--- src/rtl/truth_table_engine_if.sv ---
// truth_table_engine_if: evaluation, serial-load and sweep signals of the truth table engine
interface truth_table_engine_if #(parameter int N_IN = 3);
  logic [N_IN-1:0] in_vec;
  logic in_valid;
  logic out;
  logic out_valid;
  logic ld_en;
  logic ld_bit;
  logic ld_done;
  logic busy;
  logic sweep_start;
  logic sweep_out;
  logic [N_IN-1:0] sweep_idx;
  logic sweep_valid;
  logic sweep_done;
  modport master (
    output in_vec, in_valid, ld_en, ld_bit, sweep_start,
    input out, out_valid, ld_done, busy, sweep_out, sweep_idx, sweep_valid, sweep_done
  );
  modport slave (
    input in_vec, in_valid, ld_en, ld_bit, sweep_start,
    output out, out_valid, ld_done, busy, sweep_out, sweep_idx, sweep_valid, sweep_done
  );
endinterface

--- src/rtl/truth_table_engine.sv ---
// truth_table_engine: programmable N_IN-input truth table with serial load and optional sweep (TT_SWEEP_EN)
module truth_table_engine #(
  parameter int N_IN = 3,
  parameter logic [(1<<N_IN)-1:0] TT_INIT = 'h2A
) (
  input logic clk,
  input logic rst_n,
  truth_table_engine_if.slave bus
);
  localparam int D = 1 << N_IN;
  localparam logic [N_IN:0] LAST = (N_IN+1)'(D - 1);
  localparam logic [N_IN:0] SW_END = (N_IN+1)'(D);
  localparam logic [N_IN:0] ONE = (N_IN+1)'(1);
  typedef enum logic [1:0] {IDLE, LOAD, SWEEP} state_t;
  state_t state;
  logic [D-1:0] active, shadow, shadow_nxt;
  logic [N_IN:0] ld_cnt, sw_cnt;
  logic [N_IN-1:0] sw_pos;
  logic sweep_go;
  assign sw_pos = sw_cnt[N_IN-1:0];
  assign bus.busy = state != IDLE;
`ifdef TT_SWEEP_EN
  assign sweep_go = bus.sweep_start && ld_cnt == '0;
`else
  // SWEEP is unreachable, so the sweep outputs never leave their reset value of 0
  assign sweep_go = 1'b0;
`endif
  // shadow with the incoming serial bit merged in, so the D-th bit commits in the same edge
  always_comb begin
    shadow_nxt = shadow;
    shadow_nxt[ld_cnt[N_IN-1:0]] = bus.ld_bit;
  end
  // evaluation path, independent of load/sweep state
  always_ff @(posedge clk or negedge rst_n) begin
    if (!rst_n) begin
      bus.out <= 1'b0;
      bus.out_valid <= 1'b0;
    end else begin
      bus.out_valid <= bus.in_valid;
      if (bus.in_valid) bus.out <= active[bus.in_vec];
    end
  end
  // load/sweep controller; sweep entries are emitted from the accept edge onward
  always_ff @(posedge clk or negedge rst_n) begin
    if (!rst_n) begin
      state <= IDLE;
      active <= TT_INIT;
      shadow <= '0;
      ld_cnt <= '0;
      sw_cnt <= '0;
      bus.ld_done <= 1'b0;
      bus.sweep_out <= 1'b0;
      bus.sweep_idx <= '0;
      bus.sweep_valid <= 1'b0;
      bus.sweep_done <= 1'b0;
    end else begin
      bus.ld_done <= 1'b0;
      case (state)
        IDLE, LOAD: begin
          if (bus.ld_en) begin
            if (ld_cnt == LAST) begin
              active <= shadow_nxt;
              shadow <= '0;
              ld_cnt <= '0;
              bus.ld_done <= 1'b1;
              state <= IDLE;
            end else begin
              shadow <= shadow_nxt;
              ld_cnt <= ld_cnt + 1'b1;
              state <= LOAD;
            end
          end else if (state == IDLE && sweep_go) begin
            state <= SWEEP;
            sw_cnt <= ONE;
            bus.sweep_valid <= 1'b1;
            bus.sweep_idx <= '0;
            bus.sweep_out <= active[0];
            bus.sweep_done <= D == 1;
          end
        end
        SWEEP: begin
          if (sw_cnt == SW_END) begin
            state <= IDLE;
            bus.sweep_valid <= 1'b0;
            bus.sweep_done <= 1'b0;
          end else begin
            bus.sweep_idx <= sw_pos;
            bus.sweep_out <= active[sw_pos];
            bus.sweep_done <= sw_cnt == LAST;
            sw_cnt <= sw_cnt + 1'b1;
          end
        end
        default: state <= IDLE;
      endcase
    end
  end
endmodule

--- src/flat_wrapper.sv ---
// flat-port wrapper written by rule: the top's interface ports become plain ports
module truth_table_engine_flat 
#(
  parameter int N_IN = 3,
  parameter logic [(1<<N_IN)-1:0] TT_INIT = 'h2A
)
  (clk, rst_n, bus_in_vec, bus_in_valid, bus_ld_en, bus_ld_bit, bus_sweep_start, bus_out, bus_out_valid, bus_ld_done, bus_busy, bus_sweep_out, bus_sweep_idx, bus_sweep_valid, bus_sweep_done);
  truth_table_engine_if #(.N_IN(N_IN)) bus_i ();
  input logic clk;
  input logic rst_n;
  input wire logic [$bits(bus_i.in_vec)-1:0] bus_in_vec;
  input wire logic [$bits(bus_i.in_valid)-1:0] bus_in_valid;
  input wire logic [$bits(bus_i.ld_en)-1:0] bus_ld_en;
  input wire logic [$bits(bus_i.ld_bit)-1:0] bus_ld_bit;
  input wire logic [$bits(bus_i.sweep_start)-1:0] bus_sweep_start;
  output wire logic [$bits(bus_i.out)-1:0] bus_out;
  output wire logic [$bits(bus_i.out_valid)-1:0] bus_out_valid;
  output wire logic [$bits(bus_i.ld_done)-1:0] bus_ld_done;
  output wire logic [$bits(bus_i.busy)-1:0] bus_busy;
  output wire logic [$bits(bus_i.sweep_out)-1:0] bus_sweep_out;
  output wire logic [$bits(bus_i.sweep_idx)-1:0] bus_sweep_idx;
  output wire logic [$bits(bus_i.sweep_valid)-1:0] bus_sweep_valid;
  output wire logic [$bits(bus_i.sweep_done)-1:0] bus_sweep_done;
  assign bus_i.in_vec = bus_in_vec;
  assign bus_i.in_valid = bus_in_valid;
  assign bus_i.ld_en = bus_ld_en;
  assign bus_i.ld_bit = bus_ld_bit;
  assign bus_i.sweep_start = bus_sweep_start;
  assign bus_out = bus_i.out;
  assign bus_out_valid = bus_i.out_valid;
  assign bus_ld_done = bus_i.ld_done;
  assign bus_busy = bus_i.busy;
  assign bus_sweep_out = bus_i.sweep_out;
  assign bus_sweep_idx = bus_i.sweep_idx;
  assign bus_sweep_valid = bus_i.sweep_valid;
  assign bus_sweep_done = bus_i.sweep_done;
  truth_table_engine #(.N_IN(N_IN), .TT_INIT(TT_INIT)) u_core (.clk(clk), .rst_n(rst_n), .bus(bus_i));
endmodule
--- config.mk ---
export PLATFORM = sky130hd
export DESIGN_NAME = truth_table_engine_flat
export DESIGN_NICKNAME = d
export VERILOG_FILES = /design/src/rtl/truth_table_engine_if.sv /design/src/rtl/truth_table_engine.sv /design/src/flat_wrapper.sv
export SDC_FILE = /design/constraint.sdc
export NUM_CORES = 1
export LEC_CHECK = 0
export ABC_AREA = 1
export BUFFER_PORTS_ARGS = -buffer_cell sky130_fd_sc_hd__buf_2
export CORE_MARGIN = 2
export CORE_UTILIZATION = 50
export CTS_CLUSTER_SIZE = 16
export DETAILED_ROUTE_END_ITERATION = 7
export PLACE_DENSITY = 0.78
export SYNTH_ARGS = -nofsm -noshare
export SYNTH_HDL_FRONTEND = slang
export SYNTH_SLANG_ARGS = --single-unit
--- constraint.sdc ---
create_clock -name clk -period 3.4 [get_ports clk]
set_input_delay 0.68 -clock clk [delete_from_list [all_inputs] [get_ports clk]]
set_output_delay 0.68 -clock clk [all_outputs]
set_load 0.01 [all_outputs]
==> results.py <==
metrics = {
    "timing": {
        "timing.final.max_slew_violations": 0,
        "fin_ws_ns": 1.857,
        "rsz0062_at_grt": "no",
        "hold_viol_final": 0,
        "final-setup-viol-count": 0,
        "worstMarginPinSlew_ns": 0.5115,
        "max_freq_ghz": 0.6479,
        "relSlewSlack_pct": 65.90,
        "fin_worst_skew_ns": 0.005478,
        "layout_min_cycle_time_ns": 1.543,
        "period_share_pct": 45.40,
        "setup_tns_ns": 0,
    },
    "clock_network": {
        "cts_root_buf": "clkbuf_4",
        "clock-sinks": 24,
        "cts_tree": "done",
        "clk_path_buf_depth": 2,
        "cts_hold_buf": 0,
        "post_cts_buffers": 0,
        "cts_made_buffers": 3,
        "clk_latency_ns": 0.32,
        "clk_pin_slew_ns": 0.13,
        "htree_levels": 1,
        "cts-resized-gates": 0,
    },
    "die": {
        "fp.dieH_um": 52.30,
        "initial_core_util_pct": 52.71,
        "rows": 17,
        "die_w_um": 52.30,
        "core_region_area_sq_um": 2212,
        "io_pins": 19,
        "die_area_sq_um": 2735,
    },
    "layout": {
        "layout_common_cells": "36 x nand2_1, 23 x inv_1, 21 x dfrtp_1, 15 x nand3_1",
        "synthToLayoutAreaGrowth_pct": 8.691,
        "register_area_sq_um": 604.3,
        "nNetsFinal": 163,
        "final_common_cell": "nand2_1",
        "fillers": 201,
        "multi_input_area_sq_um": 430.4,
        "antenna_cells": 0,
        "drive_above_1_share_pct": 15.13,
    },
    "detailed_routing": {
        "dr_wl_met2_um": 944,
        "topRoutingLayerUsed": "met4",
        "first_pass_iters": 4,
        "routed_via_density": 5.094,
        "vias": 917,
        "drc": 0,
        "totalWireLength_um": 2034,
        "met1Wirelength_um": 990,
        "wl_per_cell_um": 11.30,
        "drtAntennaViolNets": 0,
        "drtIter0Drc": 44,
        "dr_wl_met3_um": 73,
    },
    "min_path": {
        "worstHoldPathType": "input port to asynchronous set/reset pin",
    },
    "global_route": {
        "grt_pass1_wl_um": 3822,
        "grt-ovfl-total": 0,
        "antenna_found_initial": 0,
        "grt_usage_pct": 18.84,
        "grt_max_degree": 25,
        "grt_pass1_vias": 887,
    },
    "power_and_ir_drop": {
        "ir_worst_vdd_v": 0.0005294,
        "powerDensity_nw_per_um2": 812.6,
        "p_leak_uw": 0.0006583,
    },
    "synth": {
        "syn_inst": 140,
        "ys_seq_area_share_pct": 51.82,
        "synth_area_per_cell_sq_um": 8.329,
        "netlist_area_sq_um": 1166,
        "yosysWarnings": 0,
        "ys_ff_latch": 24,
        "yosysUniqueCellTypes": 19,
    },
    "flow_run": {
        "drv_cap": 0,
    },
    "place": {
        "io_buffers": 11,
        "place_ws_ns": 1.804,
        "place_congestion": 0.7862,
        "dp_hpwl_um": 1497,
    },
    "critical_path": {
        "worst_ep_required_time_ns": 2.72,
        "critical_path_class": "flip-flop to primary output",
        "crit_family": "flip-flops",
        "cp_max_fo": 2,
        "path_buf_inv": 1,
        "cp.depth": 1,
        "worstPathCellList": "buf_2",
        "crit_slowest_cell": "dfrtp_1",
        "rrSetupSlack_ns": 2.04,
        "end_kind": "primary output",
        "max_stage_delay_ns": 0.40,
        "worst-r2r-cell-count": 6,
        "worst_ep_arrival_time_ns": 0.86,
        "crit_path_start_kind": "flip-flop",
    },
    "outcome": {
        "status": "completed",
    },
}
area by class of cell:
class	count	area share, %
Sequential cell	24	47.68
Tap cell	28	2.764
Clock buffer	3	1.777
Multi-Input combinational cell	89	33.96
Clock inverter	1	2.369
Timing Repair Buffer	11	4.344
Inverter	24	7.108
kinds of logic after synthesis:
| logic type | synth area share (%) |
|---|---|
| AO/OA/AOI/OAI | 13.09 |
| adder cells (fa/ha/maj) | 1.073 |
| buffers and inverters | 12.87 |
| flip-flops | 51.82 |
| other | 0.3216 |
| AND/OR/NAND/NOR | 20.82 |
state kept, by name, summed over array words and instances, names as in the netlist:
name / flops
u_core.active: 8
u_core.ld_cnt: 4
u_core.bus.ld_done: 1
u_core.shadow: 8
u_core.state: 1
u_core.bus.out: 1
u_core.bus.out_valid: 1
routing by layer:
layer  vias up  GRT usage, %
met5         -             0
met4         0         6.410
met3         5         2.571
met2        26         29.79
met1       423         26.59
li1        463             -
path summary, 6_finish.rpt:
kind	start	to
max	u_core.bus.out$_DFFE_PN0P_	bus_out
min	rst_n	u_core.ld_cnt[2]$_DFFE_PN0P_
max reg2reg	u_core.ld_cnt[0]$_DFFE_PN0P_	u_core.active[4]$_DFFE_PN0P_
min reg2reg	u_core.active[3]$_DFFE_PN1P_	u_core.active[3]$_DFFE_PN1P_
max in group asynchronous	rst_n	u_core.active[5]$_DFFE_PN1P_
min in group clk	u_core.active[3]$_DFFE_PN1P_	u_core.active[3]$_DFFE_PN1P_
synthesized netlist by cell type, drive strengths merged:
master	instances	area (sq um)
buf	7	56.30
clkbuf	1	3.750
conb	1	3.750
dfrtp	21	525.5
dfstp	3	78.83
ha	1	12.51
inv	24	90.08
nand2	36	135.1
nand3	16	85.08
nand3b	1	7.510
nor2	2	15.01
o21ai	19	102.6
o22ai	8	50.05
stage by stage:
step                hold WS, ns  utilization (%)  instances  power [uW]  area [sq um]
detailed placement       0.4661            54.92        176       828.0          1215
floorplan                0.3844                -        145       744.9          1185
finish                   0.3058            57.30        180        1030          1267
global route             0.3452            57.30        180        1127          1267
global placement         0.4577            54.92        176       805.9          1215
CTS                      0.3279            57.30        180        1035          1267
where the power goes:
group          leakage, uW  internal [uW]  switching, uW
registers         0.000294            407           68.6
logic             0.000336            127            220
clock network    0.0000279            119           87.0
total             0.000658            654            376
No activity file was read; power rests on OpenSTA's default activity.
